**src/rtl/sc_seq_pkg.sv**
```systemverilog
// Shared types and helpers for the sc_computer I/O test sequencer.
// Optional polling compare is enabled with SC_SEQ_POLL_EN.
package sc_seq_pkg;

  typedef enum logic [2:0] {
    IDLE,
    RST_DUT,
    APPLY,
    SETTLE,
    CHECK,
    DONE
  } seq_state_e;

  localparam int CMP_W = 1024;

  function automatic int idx_w(input int depth);
    return $clog2(depth);
  endfunction

  function automatic int cnt_w(input int depth);
    return $clog2(depth) + 1;
  endfunction

  // Operands are zero-extended to CMP_W by the caller.
  function automatic logic masked_miss(
    input logic [CMP_W-1:0] act,
    input logic [CMP_W-1:0] want,
    input logic [CMP_W-1:0] mask
  );
    return |((act ^ want) & mask);
  endfunction

endpackage

```
**src/rtl/sc_seq_vec_ram.sv**
```systemverilog
// Vector table: synchronous write, combinational read.
// Contents are intentionally not reset.
module sc_seq_vec_ram #(
  parameter int DEPTH = 16,
  parameter int W     = 32
) (
  input  logic                     clock,
  input  logic                     we,
  input  logic [$clog2(DEPTH)-1:0] waddr,
  input  logic [W-1:0]             wdata,
  input  logic [$clog2(DEPTH)-1:0] raddr,
  output logic [W-1:0]             rdata
);

  logic [W-1:0] mem [DEPTH];

  always_ff @(posedge clock) begin
    if (we) mem[waddr] <= wdata;
  end

  assign rdata = mem[raddr];

endmodule

```
**src/rtl/sc_io_test_sequencer.sv**
```systemverilog
// Stimulus/check sequencer for sc_computer I/O ports.
// Define SC_SEQ_POLL_EN for polling compare and timeout_count.
module sc_io_test_sequencer
  import sc_seq_pkg::*;
#(
  parameter int DATA_W        = 32,
  parameter int NUM_IN        = 2,
  parameter int NUM_OUT       = 3,
  parameter int DEPTH         = 16,
  parameter int RESET_CYCLES  = 4,
  parameter int SETTLE_CYCLES = 64
) (
  input  logic                        clock,
  input  logic                        reset,
  input  logic                        start,
  input  logic [$clog2(DEPTH):0]      num_vec,
  input  logic                        vec_we,
  input  logic [$clog2(DEPTH)-1:0]    vec_addr,
  input  logic [NUM_IN*DATA_W-1:0]    vec_in,
  input  logic [NUM_OUT*DATA_W-1:0]   vec_exp,
  input  logic [NUM_OUT*DATA_W-1:0]   vec_mask,
  input  logic [NUM_OUT*DATA_W-1:0]   dut_out,
  output logic                        dut_resetn,
  output logic [NUM_IN*DATA_W-1:0]    dut_in,
  output logic                        busy,
  output logic                        done,
  output logic                        pass,
  output logic [$clog2(DEPTH):0]      fail_count,
  output logic [$clog2(DEPTH)-1:0]    first_fail,
  output logic [31:0]                 cycle_count
`ifdef SC_SEQ_POLL_EN
  ,
  output logic [$clog2(DEPTH):0]      timeout_count
`endif
);

  localparam int IDX_W = idx_w(DEPTH);
  localparam int CNT_W = cnt_w(DEPTH);
  localparam int IN_W  = NUM_IN * DATA_W;
  localparam int OUT_W = NUM_OUT * DATA_W;
  localparam int ROW_W = IN_W + 2 * OUT_W;

  seq_state_e state, nxt;

  logic [IDX_W-1:0] idx;
  logic [CNT_W-1:0] nv;
  logic [CNT_W-1:0] nv_clamp;
  logic [31:0]      tmr;
  logic             tmr_zero;
  logic             last;
  logic             mism;
  logic             fail;
  logic             poll_hit;

  logic [ROW_W-1:0] ent;
  logic [IN_W-1:0]  ent_in;
  logic [OUT_W-1:0] ent_exp;
  logic [OUT_W-1:0] ent_mask;

  logic go, tmr_dec, rel, apply, chk, fin;

  sc_seq_vec_ram #(
    .DEPTH (DEPTH),
    .W     (ROW_W)
  ) u_ram (
    .clock (clock),
    .we    (vec_we && !busy),
    .waddr (vec_addr),
    .wdata ({vec_mask, vec_exp, vec_in}),
    .raddr (idx),
    .rdata (ent)
  );

  assign ent_in   = ent[IN_W-1:0];
  assign ent_exp  = ent[IN_W+OUT_W-1:IN_W];
  assign ent_mask = ent[ROW_W-1:IN_W+OUT_W];

  assign mism = masked_miss(CMP_W'(dut_out),
                            CMP_W'(ent_exp),
                            CMP_W'(ent_mask));

  assign tmr_zero = (tmr == 32'd0);
  assign last     = ({1'b0, idx} == nv - CNT_W'(1));
  assign nv_clamp = (num_vec > CNT_W'(DEPTH)) ?
                    CNT_W'(DEPTH) : num_vec;
  assign pass     = done && (fail_count == '0);

`ifdef SC_SEQ_POLL_EN
  logic poll_ok;
  assign poll_hit = !mism;
  assign fail     = !poll_ok;
`else
  assign poll_hit = 1'b0;
  assign fail     = mism;
`endif

  always_ff @(posedge clock or posedge reset) begin
    if (reset) state <= IDLE;
    else       state <= nxt;
  end

  always_comb begin
    nxt = state;
    unique case (state)
      IDLE:    if (start) nxt = RST_DUT;
      DONE:    if (start) nxt = RST_DUT;
      RST_DUT: if (tmr_zero)
                 nxt = (nv == '0) ? DONE : APPLY;
      APPLY:   nxt = SETTLE;
      SETTLE:  if (tmr_zero || poll_hit) nxt = CHECK;
      CHECK:   nxt = last ? DONE : APPLY;
      default: nxt = IDLE;
    endcase
  end

  always_comb begin
    go      = 1'b0;
    tmr_dec = 1'b0;
    rel     = 1'b0;
    apply   = 1'b0;
    chk     = 1'b0;
    fin     = 1'b0;
    unique case (state)
      IDLE, DONE: go = start;
      RST_DUT: begin
        tmr_dec = !tmr_zero;
        rel     = tmr_zero;
        fin     = tmr_zero && (nv == '0);
      end
      APPLY:  apply   = 1'b1;
      SETTLE: tmr_dec = !tmr_zero;
      CHECK: begin
        chk = 1'b1;
        fin = last;
      end
      default: ;
    endcase
  end

  always_ff @(posedge clock or posedge reset) begin
    if (reset) begin
      dut_resetn  <= 1'b0;
      dut_in      <= '0;
      busy        <= 1'b0;
      done        <= 1'b0;
      fail_count  <= '0;
      first_fail  <= '0;
      cycle_count <= '0;
      idx         <= '0;
      nv          <= '0;
      tmr         <= '0;
    end else begin
      if (busy && dut_resetn && cycle_count != '1)
        cycle_count <= cycle_count + 32'd1;
      if (tmr_dec) tmr <= tmr - 32'd1;
      if (rel) dut_resetn <= 1'b1;
      if (apply) begin
        dut_in <= ent_in;
        tmr    <= 32'(SETTLE_CYCLES - 1);
      end
      if (chk) begin
        if (fail) begin
          fail_count <= fail_count + CNT_W'(1);
          if (fail_count == '0) first_fail <= idx;
        end
        if (!last) idx <= idx + IDX_W'(1);
      end
      if (fin) begin
        busy <= 1'b0;
        done <= 1'b1;
      end
      if (go) begin
        busy        <= 1'b1;
        done        <= 1'b0;
        dut_resetn  <= 1'b0;
        nv          <= nv_clamp;
        idx         <= '0;
        fail_count  <= '0;
        first_fail  <= '0;
        cycle_count <= '0;
        tmr         <= 32'(RESET_CYCLES - 1);
      end
    end
  end

`ifdef SC_SEQ_POLL_EN
  always_ff @(posedge clock or posedge reset) begin
    if (reset) begin
      poll_ok       <= 1'b0;
      timeout_count <= '0;
    end else begin
      if (state == SETTLE) poll_ok <= !mism;
      if (chk && !poll_ok)
        timeout_count <= timeout_count + CNT_W'(1);
      if (go) timeout_count <= '0;
    end
  end
`endif

endmodule

```
**config.mk**
```make
export PLATFORM = sky130hd
export DESIGN_NAME = sc_io_test_sequencer
export DESIGN_NICKNAME = d
export VERILOG_FILES = /design/src/rtl/sc_seq_pkg.sv /design/src/rtl/sc_seq_vec_ram.sv /design/src/rtl/sc_io_test_sequencer.sv
export SDC_FILE = /design/constraint.sdc
export NUM_CORES = 2
export LEC_CHECK = 0
export CAP_MARGIN = 25
export CORE_MARGIN = 4
export CORE_UTILIZATION = 43
export DETAILED_ROUTE_END_ITERATION = 12
export PLACE_DENSITY = 0.61
export SYNTH_ARGS = -nofsm -noshare
export SYNTH_HDL_FRONTEND = slang
export SYNTH_SLANG_ARGS = --single-unit
```
**constraint.sdc**
```tcl
create_clock -name clock -period 44.3 [get_ports clock]
set_input_delay 6.645 -clock clock [delete_from_list [all_inputs] [get_ports clock]]
set_output_delay 6.645 -clock clock [all_outputs]
set_load 0.02 [all_outputs]
```
==> results_dict.tcl <==
set metrics [dict create \
    fin_skew_ns 0.0536 \
    synth_fp_nets 8476 \
    die_h_um 627 \
    setup_viol 0 \
    syn_inst 8103 \
    ioPinCount 474 \
    dp_cells 13400 \
    die_area_mm2 0.393 \
    fp.dieW_um 627 \
    max_slew_margin_pct 24.6 \
    synth_top_area_share_pct 74.7 \
    initial_core_util_pct 43.1 \
    synth_top_area_cell "edfxtp_1" \
    cp.required_ns 45.13 \
    routabilityCongestion 0.792 \
    grt-ovfl-total 0 \
    cts_max_path_buffers 4 \
    core-area_mm2 0.382 \
    crit_arrival_ns 11.26 \
    cap_viol_max_count 0 \
    ys_warn_count 0 \
    clk_pin_slew_ns 0.06 \
    grt_start_max_net_pins 126 \
    tightest_slew_ns 1.13 \
    post_cts_resized 0 \
    cts_hold_buf 0 \
    cts_setup_buffers 0 \
    h-tree-depth 5 \
    cts_buffers 434 \
    routed_wl_um 418000 \
    setup_tns_ns 0 \
    clkLatencyLatePin_ns 0.97 \
    nFillCells 30500 \
    ir_drop_mv 0.0361 \
    viasPerCell 5.68 \
    synth.most_common_cell "edfxtp_1" \
    synth_edf_count 4096 \
    cts_tree "built" \
    slew_viol_final 0 \
    antenna_found_initial 126 \
    io_buffers 473 \
    critPathKind "primary input to register" \
    syn_area_per_cell_um2 20.3 \
    cp_max_fo 15 \
    p_seq_share_pct 50.6 \
    max_freq_ghz 0.0959 \
    wire_per_inst_um 29.4 \
    p_sw_share_pct 23.5 \
    period_share_pct 23.5 \
    syn-cell-area_mm2 0.165 \
    ys_seq_area_share_pct 77.0 \
    dp_hpwl_um 242000 \
    rows 227 \
    finalCriticalPeriod_ns 10.43 \
    ant_nets 0 \
    finalHoldViolCount 0 \
    rsz0062_at_grt "false" \
    pwr_density_cell_mw_per_mm2 47.3 \
    status "finished clean" \
    synth_common_cells "edfxtp_1 (4096), mux4_2 (696), xor2_1 (596)" \
    drt-pass1-iter-count 6 \
    p_clk_share_pct 39.2 \
    ys_ff_latch 4248 \
    cts_root_buffer "clkbuf_16" \
    grt_pass1_vias 83400 \
    drt-initial-drc-count 7481 \
    startpoint_type "primary input" \
    num-nets-final 9151 \
    p_int_w 0.00683 \
    grt_usage_pct 21.0 \
    async_flop_share_pct 3.58 \
    drive_above_1_share_pct 17.1 \
    num_vias 80900 \
    synth_area_leaders "edfxtp_1 (75%), mux4_2 (9.5%), xor2_1 (3.2%)" \
    grt_pass1_wl_um 601000 \
    finalNonFillerCells 14200 \
    cts_sinks 4248 \
    endpoint_kind "register" \
    area_growth_pct 14.7 \
    combPwrFrac_pct 10.2 \
    power.switching_w 0.00210 \
    hp-class "register to register" \
    synth_ff_type "edfxtp_1" \
    leakage_nw 60.7 \
    yosysUniqueCellTypes 81 \
    drc_errors 0 \
]
## final timing paths
path / depth (start not counted) / start / slack, ns / to
max in group asynchronous: 3 / reset / 36.87 / idx[0]
min: 2 / dut_in[12] / 0.48 / dut_in[12]
min reg2reg: 2 / dut_in[12] / 0.48 / dut_in[12]
max: 12 / dut_out[77] / 33.87 / first_fail[3]
min in group asynchronous: 2 / reset / 6.18 / cycle_count[13]
max reg2reg: 16 / idx[0] / 36.25 / first_fail[3]
## power groups by stage
stage                     clock (W)  combinational, W  sequential, W
final                       0.00350          0.000913        0.00452
after global routing        0.00375          0.000982        0.00453
after CTS                   0.00357          0.000928        0.00452
after detailed placement          0          0.000922        0.00460
after global placement            0          0.000913        0.00460
after floorplan                   0          0.000520        0.00463
## flip-flops by register name (all words and copies together) (netlist names)
name / cells
tmr: 32
done: 1
idx: 4
dut_in: 64
busy: 1
dut_resetn: 1
fail_count: 5
nv: 5
cycle_count: 32
first_fail: 4
u_ram.mem: 4096
state: 3
## routing by layer
| layer | part of all wire (%) | global-route usage (%) | vias up |
|---|---|---|---|
| li1 | - | - | 34300 |
| met4 | 2.4 | 4.83 | 60 |
| met1 | 41 | 28.0 | 43400 |
| met3 | 7.3 | 4.83 | 626 |
| met2 | 50 | 35.1 | 2474 |
| met5 | 0.093 | 0 | - |
## through the flow
step | worst slack [ns] | power [W] | instance area [um^2] | hold slack [ns] | util, %
3_3_place_gp | 32.90 | 0.00551 | 175000 | 0.459 | 45.8
4_1_cts | 33.91 | 0.00902 | 189000 | 0.481 | 49.4
5_1_grt | 33.87 | 0.00925 | 189000 | 0.499 | 49.4
2_1_floorplan | 18.81 | 0.00515 | 165000 | 0.490 | -
3_5_place_dp | 32.87 | 0.00553 | 175000 | 0.461 | 45.8
6_report | 33.87 | 0.00893 | 189000 | 0.477 | 49.4
## layout make-up
type | instances | area (um^2) | area share [%]
timing repair buffer | 634 | 6260 | 3.32
inverter | 50 | 208 | 0.110
tap | 5038 | 6300 | 3.34
sequential | 4248 | 127000 | 67.1
multi-input combinational | 3410 | 35600 | 18.9
clock inverter | 240 | 2020 | 1.07
clock buffer | 552 | 11500 | 6.10
antenna | 61 | 153 | 0.0808
## critical path: stages
cell             delay [ns]
clkdlybuf4s50_1        0.87
xor2_1                 0.33
nand3_1                0.15
o311ai_1               0.12
a311o_1                0.50
o31ai_1                0.70
o2111ai_1              0.36
nor3_1                 0.22
o211ai_1               0.35
buf_4                  0.34
or2_1                  0.35
a32o_1                 0.30
## logic make-up after synthesis
kind of cell	share of synthesized area (%)
AOI/OAI and AO/OA	2.90
buffers and inverters	1.48
xor gates and xnor gates	4.18
and+or+nand+nor	2.55
adders and majority gates	0.0608
DFF	77.0
muxes	11.9
## cell usage in the layout, fill, tap and decap left out, types with 99 or more instances in the layout
master,n
nor2_1,149
clkbuf_1,99
buf_4,135
clkbuf_16,437
xor2_1,596
xnor2_1,190
nand3_1,136
nand2_1,336
clkinv_1,104
edfxtp_1,4096
clkdlybuf4s50_1,473
mux4_2,696
dfrtp_1,148
mux2i_1,307
Power figures use the tool's default switching activity.
